**src/rtl/vadd_ctrl_pkg.sv**
```systemverilog
// rtl/vadd_ctrl_pkg.sv - shared types and register map for the vadd kernel control master
package vadd_ctrl_pkg;

  typedef enum logic [2:0] {
    ST_IDLE,
    ST_WR,
    ST_WR_RESP,
    ST_RD_ADDR,
    ST_RD_DATA,
    ST_GAP,
    ST_FIN
  } launch_state_e;

  localparam logic [7:0] REG_CTRL = 8'h00;
  localparam logic [7:0] REG_A_LO = 8'h10;
  localparam logic [7:0] REG_A_HI = 8'h14;
  localparam logic [7:0] REG_B_LO = 8'h1C;
  localparam logic [7:0] REG_B_HI = 8'h20;
  localparam logic [7:0] REG_C_LO = 8'h28;
  localparam logic [7:0] REG_C_HI = 8'h2C;
  localparam logic [7:0] REG_LEN  = 8'h34;

  localparam int AP_START = 0;
  localparam int AP_DONE  = 1;
  localparam int AP_IDLE  = 2;

  localparam logic [1:0] RESP_OKAY   = 2'b00;
  localparam logic [1:0] RESP_EXOKAY = 2'b01;
  localparam logic [1:0] RESP_SLVERR = 2'b10;
  localparam logic [1:0] RESP_DECERR = 2'b11;

  // Launch order: arguments first, ap_start last.
  function automatic logic [7:0] arg_offset(input logic [2:0] idx);
    case (idx)
      3'd0:    return REG_A_LO;
      3'd1:    return REG_A_HI;
      3'd2:    return REG_B_LO;
      3'd3:    return REG_B_HI;
      3'd4:    return REG_C_LO;
      3'd5:    return REG_C_HI;
      3'd6:    return REG_LEN;
      default: return REG_CTRL;
    endcase
  endfunction

endpackage

```
**src/rtl/axil_write_port.sv**
```systemverilog
// rtl/axil_write_port.sv - single AXI4-Lite write: independent AW/W handshakes, then B wait
module axil_write_port
  import vadd_ctrl_pkg::*;
#(
  parameter int ADDR_WIDTH = 12
) (
  input  logic                  clock,
  input  logic                  reset,
  input  logic                  req,
  input  logic [ADDR_WIDTH-1:0] addr,
  input  logic [31:0]           data,
  output logic                  aw_w_done,
  output logic                  resp_valid,
  output logic                  resp_err,
  output logic                  awvalid,
  input  logic                  awready,
  output logic [ADDR_WIDTH-1:0] awaddr,
  output logic                  wvalid,
  input  logic                  wready,
  output logic [31:0]           wdata,
  output logic [3:0]            wstrb,
  input  logic                  bvalid,
  output logic                  bready,
  input  logic [1:0]            bresp
);

  logic aw_taken;
  logic w_taken;
  logic b_wait;
  logic aw_hs;
  logic w_hs;

  always_comb begin
    awvalid    = req & ~b_wait & ~aw_taken;
    wvalid     = req & ~b_wait & ~w_taken;
    aw_hs      = awvalid & awready;
    w_hs       = wvalid & wready;
    // Both channels finished, whichever order or cycle they completed in.
    aw_w_done  = req & ~b_wait & (aw_taken | aw_hs) & (w_taken | w_hs);
    bready     = b_wait;
    resp_valid = b_wait & bvalid;
    resp_err   = resp_valid & (bresp != RESP_OKAY);
  end

  assign awaddr = addr;
  assign wdata  = data;
  assign wstrb  = 4'hF;

  always_ff @(posedge clock) begin
    if (reset) begin
      aw_taken <= 1'b0;
      w_taken  <= 1'b0;
      b_wait   <= 1'b0;
    end else if (aw_w_done) begin
      aw_taken <= 1'b0;
      w_taken  <= 1'b0;
      b_wait   <= 1'b1;
    end else begin
      if (aw_hs)      aw_taken <= 1'b1;
      if (w_hs)       w_taken  <= 1'b1;
      if (resp_valid) b_wait   <= 1'b0;
    end
  end

endmodule

```
**src/rtl/vadd_launcher.sv**
```systemverilog
// rtl/vadd_launcher.sv - programs vadd kernel arguments, starts it and polls ap_done
module vadd_launcher
  import vadd_ctrl_pkg::*;
#(
  parameter int CTRL_ADDR_WIDTH = 12,
  parameter int POLL_GAP        = 4,
  parameter int POLL_MAX        = 65535
) (
  input  logic                       clock,
  input  logic                       reset,
  input  logic                       cmd_valid,
  output logic                       cmd_ready,
  input  logic [63:0]                cmd_a,
  input  logic [63:0]                cmd_b,
  input  logic [63:0]                cmd_c,
  input  logic [31:0]                cmd_len,
  output logic                       busy,
  output logic                       done,
  output logic                       err,
  output logic [31:0]                run_cycles,
  output logic                       m_awvalid,
  input  logic                       m_awready,
  output logic [CTRL_ADDR_WIDTH-1:0] m_awaddr,
  output logic                       m_wvalid,
  input  logic                       m_wready,
  output logic [31:0]                m_wdata,
  output logic [3:0]                 m_wstrb,
  input  logic                       m_bvalid,
  output logic                       m_bready,
  input  logic [1:0]                 m_bresp,
  output logic                       m_arvalid,
  input  logic                       m_arready,
  output logic [CTRL_ADDR_WIDTH-1:0] m_araddr,
  input  logic                       m_rvalid,
  output logic                       m_rready,
  input  logic [31:0]                m_rdata,
  input  logic [1:0]                 m_rresp
);

  localparam logic [31:0] GAP_LEN    = 32'(POLL_GAP);
  localparam logic [31:0] POLL_LIMIT = 32'(POLL_MAX);

  launch_state_e state_q, state_d;
  logic [2:0]    idx_q;
  logic [63:0]   a_q, b_q, c_q;
  logic [31:0]   len_q;
  logic [31:0]   poll_cnt_q;
  logic [31:0]   gap_cnt_q;
  logic          poll_last;
  logic          gap_last;
  logic          rd_done;
  logic          wr_req;
  logic          wr_aw_w_done;
  logic          wr_resp_valid;
  logic          wr_resp_err;
  logic [CTRL_ADDR_WIDTH-1:0] wr_addr;
  logic [31:0]   wr_data;
  logic          rdata_unused;

  assign poll_last    = (poll_cnt_q + 32'd1) >= POLL_LIMIT;
  assign gap_last     = (gap_cnt_q + 32'd1) >= GAP_LEN;
  assign rd_done      = m_rdata[AP_DONE];
  assign rdata_unused = ^{m_rdata[31:AP_DONE+1], m_rdata[AP_DONE-1:0]};
  assign m_araddr     = CTRL_ADDR_WIDTH'(REG_CTRL);
  assign wr_addr      = CTRL_ADDR_WIDTH'(arg_offset(idx_q));

  always_comb begin
    case (idx_q)
      3'd0:    wr_data = a_q[31:0];
      3'd1:    wr_data = a_q[63:32];
      3'd2:    wr_data = b_q[31:0];
      3'd3:    wr_data = b_q[63:32];
      3'd4:    wr_data = c_q[31:0];
      3'd5:    wr_data = c_q[63:32];
      3'd6:    wr_data = len_q;
      default: wr_data = 32'd1 << AP_START;
    endcase
  end

  axil_write_port #(.ADDR_WIDTH(CTRL_ADDR_WIDTH)) u_wr (
    .clock      (clock),
    .reset      (reset),
    .req        (wr_req),
    .addr       (wr_addr),
    .data       (wr_data),
    .aw_w_done  (wr_aw_w_done),
    .resp_valid (wr_resp_valid),
    .resp_err   (wr_resp_err),
    .awvalid    (m_awvalid),
    .awready    (m_awready),
    .awaddr     (m_awaddr),
    .wvalid     (m_wvalid),
    .wready     (m_wready),
    .wdata      (m_wdata),
    .wstrb      (m_wstrb),
    .bvalid     (m_bvalid),
    .bready     (m_bready),
    .bresp      (m_bresp)
  );

  always_ff @(posedge clock) begin
    if (reset) state_q <= ST_IDLE;
    else       state_q <= state_d;
  end

  always_comb begin
    state_d   = state_q;
    cmd_ready = 1'b0;
    busy      = 1'b1;
    done      = 1'b0;
    m_arvalid = 1'b0;
    m_rready  = 1'b0;
    wr_req    = 1'b0;
    case (state_q)
      ST_IDLE: begin
        cmd_ready = 1'b1;
        busy      = 1'b0;
        if (cmd_valid) state_d = ST_WR;
      end
      ST_WR: begin
        wr_req = 1'b1;
        if (wr_aw_w_done) state_d = ST_WR_RESP;
      end
      ST_WR_RESP: begin
        if (wr_resp_valid) begin
          if (wr_resp_err)        state_d = ST_FIN;
          else if (idx_q == 3'd7) state_d = ST_RD_ADDR;
          else                    state_d = ST_WR;
        end
      end
      ST_RD_ADDR: begin
        m_arvalid = 1'b1;
        if (m_arready) state_d = ST_RD_DATA;
      end
      ST_RD_DATA: begin
        m_rready = 1'b1;
        if (m_rvalid) begin
          if (m_rresp != RESP_OKAY || rd_done || poll_last) state_d = ST_FIN;
          else if (GAP_LEN == 32'd0)                        state_d = ST_RD_ADDR;
          else                                              state_d = ST_GAP;
        end
      end
      ST_GAP: begin
        if (gap_last) state_d = ST_RD_ADDR;
      end
      ST_FIN: begin
        busy    = 1'b0;
        done    = 1'b1;
        state_d = ST_IDLE;
      end
      default: begin
        busy    = 1'b0;
        state_d = ST_IDLE;
      end
    endcase
  end

  always_ff @(posedge clock) begin
    if (reset) begin
      idx_q      <= 3'd0;
      a_q        <= '0;
      b_q        <= '0;
      c_q        <= '0;
      len_q      <= '0;
      err        <= 1'b0;
      run_cycles <= '0;
      poll_cnt_q <= '0;
      gap_cnt_q  <= '0;
    end else begin
      case (state_q)
        ST_IDLE: if (cmd_valid) begin
          a_q        <= cmd_a;
          b_q        <= cmd_b;
          c_q        <= cmd_c;
          len_q      <= cmd_len;
          idx_q      <= 3'd0;
          err        <= 1'b0;
          run_cycles <= '0;
          poll_cnt_q <= '0;
        end
        ST_WR_RESP: if (wr_resp_valid) begin
          if (wr_resp_err)        err   <= 1'b1;
          else if (idx_q != 3'd7) idx_q <= idx_q + 3'd1;
        end
        ST_RD_DATA: if (m_rvalid) begin
          poll_cnt_q <= poll_cnt_q + 32'd1;
          gap_cnt_q  <= '0;
          if (m_rresp != RESP_OKAY || (!rd_done && poll_last)) err <= 1'b1;
        end
        ST_GAP: gap_cnt_q <= gap_cnt_q + 32'd1;
        default: ;
      endcase
      // The kernel is running exactly while the poll loop is active.
      if ((state_q == ST_RD_ADDR || state_q == ST_RD_DATA || state_q == ST_GAP) && run_cycles != '1)
        run_cycles <= run_cycles + 32'd1;
    end
  end

endmodule

```
**config.mk**
```make
export PLATFORM = sky130hd
export DESIGN_NAME = vadd_launcher
export DESIGN_NICKNAME = d
export VERILOG_FILES = /design/src/rtl/vadd_ctrl_pkg.sv /design/src/rtl/axil_write_port.sv /design/src/rtl/vadd_launcher.sv
export SDC_FILE = /design/constraint.sdc
export NUM_CORES = 1
export LEC_CHECK = 0
export ABC_AREA = 1
export ABC_CLOCK_PERIOD_IN_PS = 2800
export CAP_MARGIN = 10
export CORE_ASPECT_RATIO = 0.5
export CORE_MARGIN = 5
export CORE_UTILIZATION = 37
export CTS_CLUSTER_SIZE = 12
export DETAILED_ROUTE_END_ITERATION = 8
export GPL_ROUTABILITY_DRIVEN = 1
export PLACE_DENSITY = 0.69
export SYNTH_ARGS = -nofsm -noshare
export SYNTH_HDL_FRONTEND = slang
export SYNTH_SLANG_ARGS = --single-unit
```
**constraint.sdc**
```tcl
create_clock -name clock -period 2.8 [get_ports clock]
set_clock_uncertainty 0.2 [all_clocks]
set_input_delay 0.56 -clock clock [delete_from_list [all_inputs] [get_ports clock]]
set_output_delay 0.56 -clock clock [all_outputs]
set_load 0.05 [all_outputs]
```
==> impl_results.md <==
- Relative slew margins: 36.7%
- 1st-iter DRT viols: 1,666
- Pin slew with the least headroom to its limit: about 0.95 ns
- Drt via density: roughly 5.2
- Top fanout value on the critical path: 6
- Worst-path clk slew: 0.06 ns
- Flops & latches, synth: between 300 and 400
- Sequential fraction of the synthesis area: ~40%
- TritonCTS clock tree: done
- Layout overhead on the synthesized area: 43.1%
- Die Height: 158 um
- P per Cell Area: ~660 nW/um^2
- Global-route total usage across every layer: roughly 23%
- Unrepaired setup endpoints after global routing: true
- Proportion of register bits with asynchronous set or reset after synthesis: 0%
- Post-layout instance area: 23,200 sq um
- Max Fclk: 0.325 GHz
- H-Tree Level Count: 2
- Startpoint kind of the worst setup timing path: register
- Per-cell routed wire length: between 15 and 20 um
- Post-placement cell area: ~21,000 sq um
- Path type of the worst min-delay path: input port to register
- EDFF count, synth: 0
- Run status: finished, violations left
- Critical path start-end classification: register to output pin
- Antenna violations before repair: 12
- Overall Power: ~15 mW
- Number of buffers between clock root and the deepest sink: 3
- Total half-perimeter wirelength after legalization and detailed placement: 43.9 mm
- Initial Utilization: between 30% and 40%
- Worst hold-check slack: roughly 0.19 ns
- Crit path time final: just over 3 ns
- Horizontal die dimension: between 300 and 400 um
- Fraction of layout cells with a size suffix above 1: approximately an eighth
- Clock sink count: 330
- First-pass GRT wire length: 89.7 mm
- Count of unique library cells instantiated by Yosys: 44
- Via total after detailed routing: between 15,000 and 20,000
- Floorplan die area: 48,400 sq um
- Max-capacitance violation count: 0
- Worst-Skew Late Latency: 0.54 ns
- Data arrival time of the worst path: ~2.3 ns
- Largest vdd supply drop: ~470 uV
- Top flip-flop cell by instance count after synthesis: sky130_fd_sc_hd__dfxtp_1
- Detailed Route WL: between 60 and 70 mm
- Crit path required time: a little over 2 ns
- Critical path capture point type: output pin
- Hold Violations, Final: 0
- Final setup violation count: 32
- Residual overflow from global routing: 0
- Average instance area after synthesis: around 6.6 sq um
- Core area: roughly 43,000 sq um
- Count of pins on the block boundary: roughly 370
- Count of standard-cell rows: 54
- CTS Buf Count: 35
- Leakage Power: slightly below 9 nW
- Global placer's final weighted congestion: ~0.92
- Root Buffer: sky130_fd_sc_hd__clkbuf_16
- Worst setup slack after placement: -0.0271 ns
- Ratio of final minimum period to clock period: 110%
- Cell count after synthesis: 2,444
- DRC Markers: 0
- Nets: between 3,000 and 4,000
- Drt pass-1 iters: 5
- Worst path setup slack after routing: -0.277 ns
- Count of final max-slew check failures: 0
- Detail Route Antenna Nets: 0
- Maximum number of pins on one net before global-route repair: 83
- Area of the mapped netlist: around 16,000 sq um
- Count of port buffers added during placement: 313
- Vias in the first global route: about 16,000
- Warnings, synthesis: 0
- Violations in the final reports: negative setup slack
sequential cells by signal, summed over array words and instances (netlist names):
signal and cells:
a_q 64, b_q 64, c_q 64, gap_cnt_q 32, len_q 32, poll_cnt_q 32
run_cycles 32, idx_q 3, state_q 3, err 1, u_wr.aw_taken 1, u_wr.bready 1
u_wr.w_taken 1
placed cells by master (no fill, tap or decap), types with 15 or more instances in the layout:
cell type                         count
sky130_fd_sc_hd__nand4_1             25
sky130_fd_sc_hd__o21ai_0            151
sky130_fd_sc_hd__nand3_1             84
sky130_fd_sc_hd__clkbuf_16           40
sky130_fd_sc_hd__buf_12              54
sky130_fd_sc_hd__dfxtp_1            326
sky130_fd_sc_hd__buf_6               15
sky130_fd_sc_hd__conb_1              24
sky130_fd_sc_hd__nor3_1              24
sky130_fd_sc_hd__buf_4               71
sky130_fd_sc_hd__o22ai_2             19
sky130_fd_sc_hd__a21oi_1            328
sky130_fd_sc_hd__inv_1              277
sky130_fd_sc_hd__nor2_1             169
sky130_fd_sc_hd__nand2_1            665
sky130_fd_sc_hd__o22ai_1             21
sky130_fd_sc_hd__nand2_2             18
sky130_fd_sc_hd__clkdlybuf4s50_1    269
what timing repair did:
item / in CTS / in global routing
cloned: 0 / 4
resized for setup: 118 / 102
hold buffers: 0 / 0
pin swaps: 13 / 38
buffers inserted: 16 / 13
endpoints found under the setup margin: 35 / 41
power breakdown:
group	internal [mW]	switching, mW	leakage [nW]
Combinational	1.96	3.15	5.63
Clock	2.47	2.02	0.509
Sequential	5.45	0.367	2.71
Total	9.89	5.53	8.85
critical path, stage by stage, from the launching register on:
cell and delay (ns):
sky130_fd_sc_hd__dfxtp_4 0.41, sky130_fd_sc_hd__inv_4 0.06, sky130_fd_sc_hd__ha_4 0.17, sky130_fd_sc_hd__nand2_4 0.08
sky130_fd_sc_hd__clkinvlp_4 0.17, sky130_fd_sc_hd__buf_6 0.17, sky130_fd_sc_hd__nand2_4 0.05, sky130_fd_sc_hd__o221ai_4 0.10
sky130_fd_sc_hd__a211oi_2 0.16, sky130_fd_sc_hd__buf_4 0.18, sky130_fd_sc_hd__o21ai_4 0.07, sky130_fd_sc_hd__buf_12 0.14
through the flow:
step | cells | util, % | setup TNS (ns)
after floorplan | 2466 | - | -0.354
after global placement | 3296 | 47.6 | 0
after detailed placement | 3296 | 47.6 | -0.0271
after CTS | 3364 | 51.7 | -6.54
after global routing | 3393 | 53.4 | -9.06
final | 3393 | 53.4 | -6.46
kinds of logic (layout without fill, tap and decap cells):
logic type / after synthesis / in the layout / synth area share, %
AOI/OAI and AO/OA: 611 / 611 / 20.6
xor gates and xnor gates: 11 / 11 / 0.594
adders and majority gates: 10 / 10 / 0.771
buffers and inverters: 435 / 762 / 10.7
DFF: 330 / 330 / 40.7
other: 2 / 36 / 0.0463
and+or+nand+nor: 1045 / 1045 / 26.6
per-layer routing:
layer	GRT usage [%]	vias up	wire [um]	share of wire (%)
met5	0	-	0	0
met4	9.78	0	2620	4.3
met3	2.99	145	3370	5.5
met2	41.6	611	30800	50
met1	28.3	8217	24500	40
li1	-	8602	-	-
Yosys cell counts (2+ instances only):
cell / instances / area, sq um
sky130_fd_sc_hd__inv_1: 289 / 1080
sky130_fd_sc_hd__o22ai_1: 47 / 294
sky130_fd_sc_hd__nand3b_1: 11 / 82.6
sky130_fd_sc_hd__o21ai_0: 161 / 806
sky130_fd_sc_hd__o221ai_1: 8 / 70.1
sky130_fd_sc_hd__or2_2: 4 / 25.0
sky130_fd_sc_hd__ha_1: 10 / 125
sky130_fd_sc_hd__nand4_1: 25 / 156
sky130_fd_sc_hd__nor3b_1: 2 / 15.0
sky130_fd_sc_hd__a21oi_2: 2 / 17.5
sky130_fd_sc_hd__o311a_1: 2 / 20.0
sky130_fd_sc_hd__o2111ai_1: 5 / 43.8
sky130_fd_sc_hd__clkinv_1: 3 / 11.3
sky130_fd_sc_hd__a221oi_1: 27 / 236
sky130_fd_sc_hd__a211oi_1: 12 / 90.1
sky130_fd_sc_hd__buf_4: 24 / 180
sky130_fd_sc_hd__and2_1: 2 / 12.5
sky130_fd_sc_hd__clkbuf_1: 108 / 405
sky130_fd_sc_hd__o211ai_1: 2 / 15.0
sky130_fd_sc_hd__xnor2_1: 3 / 26.3
sky130_fd_sc_hd__nor2_4: 7 / 78.8
sky130_fd_sc_hd__and3_1: 2 / 12.5
sky130_fd_sc_hd__o21bai_1: 2 / 15.0
sky130_fd_sc_hd__nor2_1: 178 / 668
sky130_fd_sc_hd__dfxtp_1: 330 / 6610
sky130_fd_sc_hd__nor2_2: 9 / 56.3
sky130_fd_sc_hd__nor3_1: 24 / 120
sky130_fd_sc_hd__buf_2: 11 / 55.1
sky130_fd_sc_hd__conb_1: 2 / 7.51
sky130_fd_sc_hd__a31oi_1: 2 / 12.5
sky130_fd_sc_hd__nand2_1: 684 / 2570
sky130_fd_sc_hd__xor2_1: 8 / 70.1
sky130_fd_sc_hd__nand3_1: 85 / 425
sky130_fd_sc_hd__a21oi_1: 336 / 1680
sky130_fd_sc_hd__nand2_2: 8 / 50.1
cell type report:
type / instances / area, sq um
diodes: 12 / 30.0
clock buffers: 44 / 940
clock inverters: 8 / 108
fillers: 4053 / 20200
inverters: 292 / 1140
multi-input cells: 1701 / 8980
flip-flops and latches: 330 / 6620
well taps: 588 / 736
repair buffers: 418 / 4650
path summary, 6_finish.rpt:
kind | from | end | slack [ns] | cells after the start
max | idx_q[1] | m_wdata[20] | -0.28 | 11
min | reset | c_q[16] | 0.19 | 2
max reg2reg | gap_cnt_q[1] | state_q[0] | 0.20 | 14
min reg2reg | b_q[55] | b_q[55] | 0.26 | 2
Power figures use the tool's default switching activity.
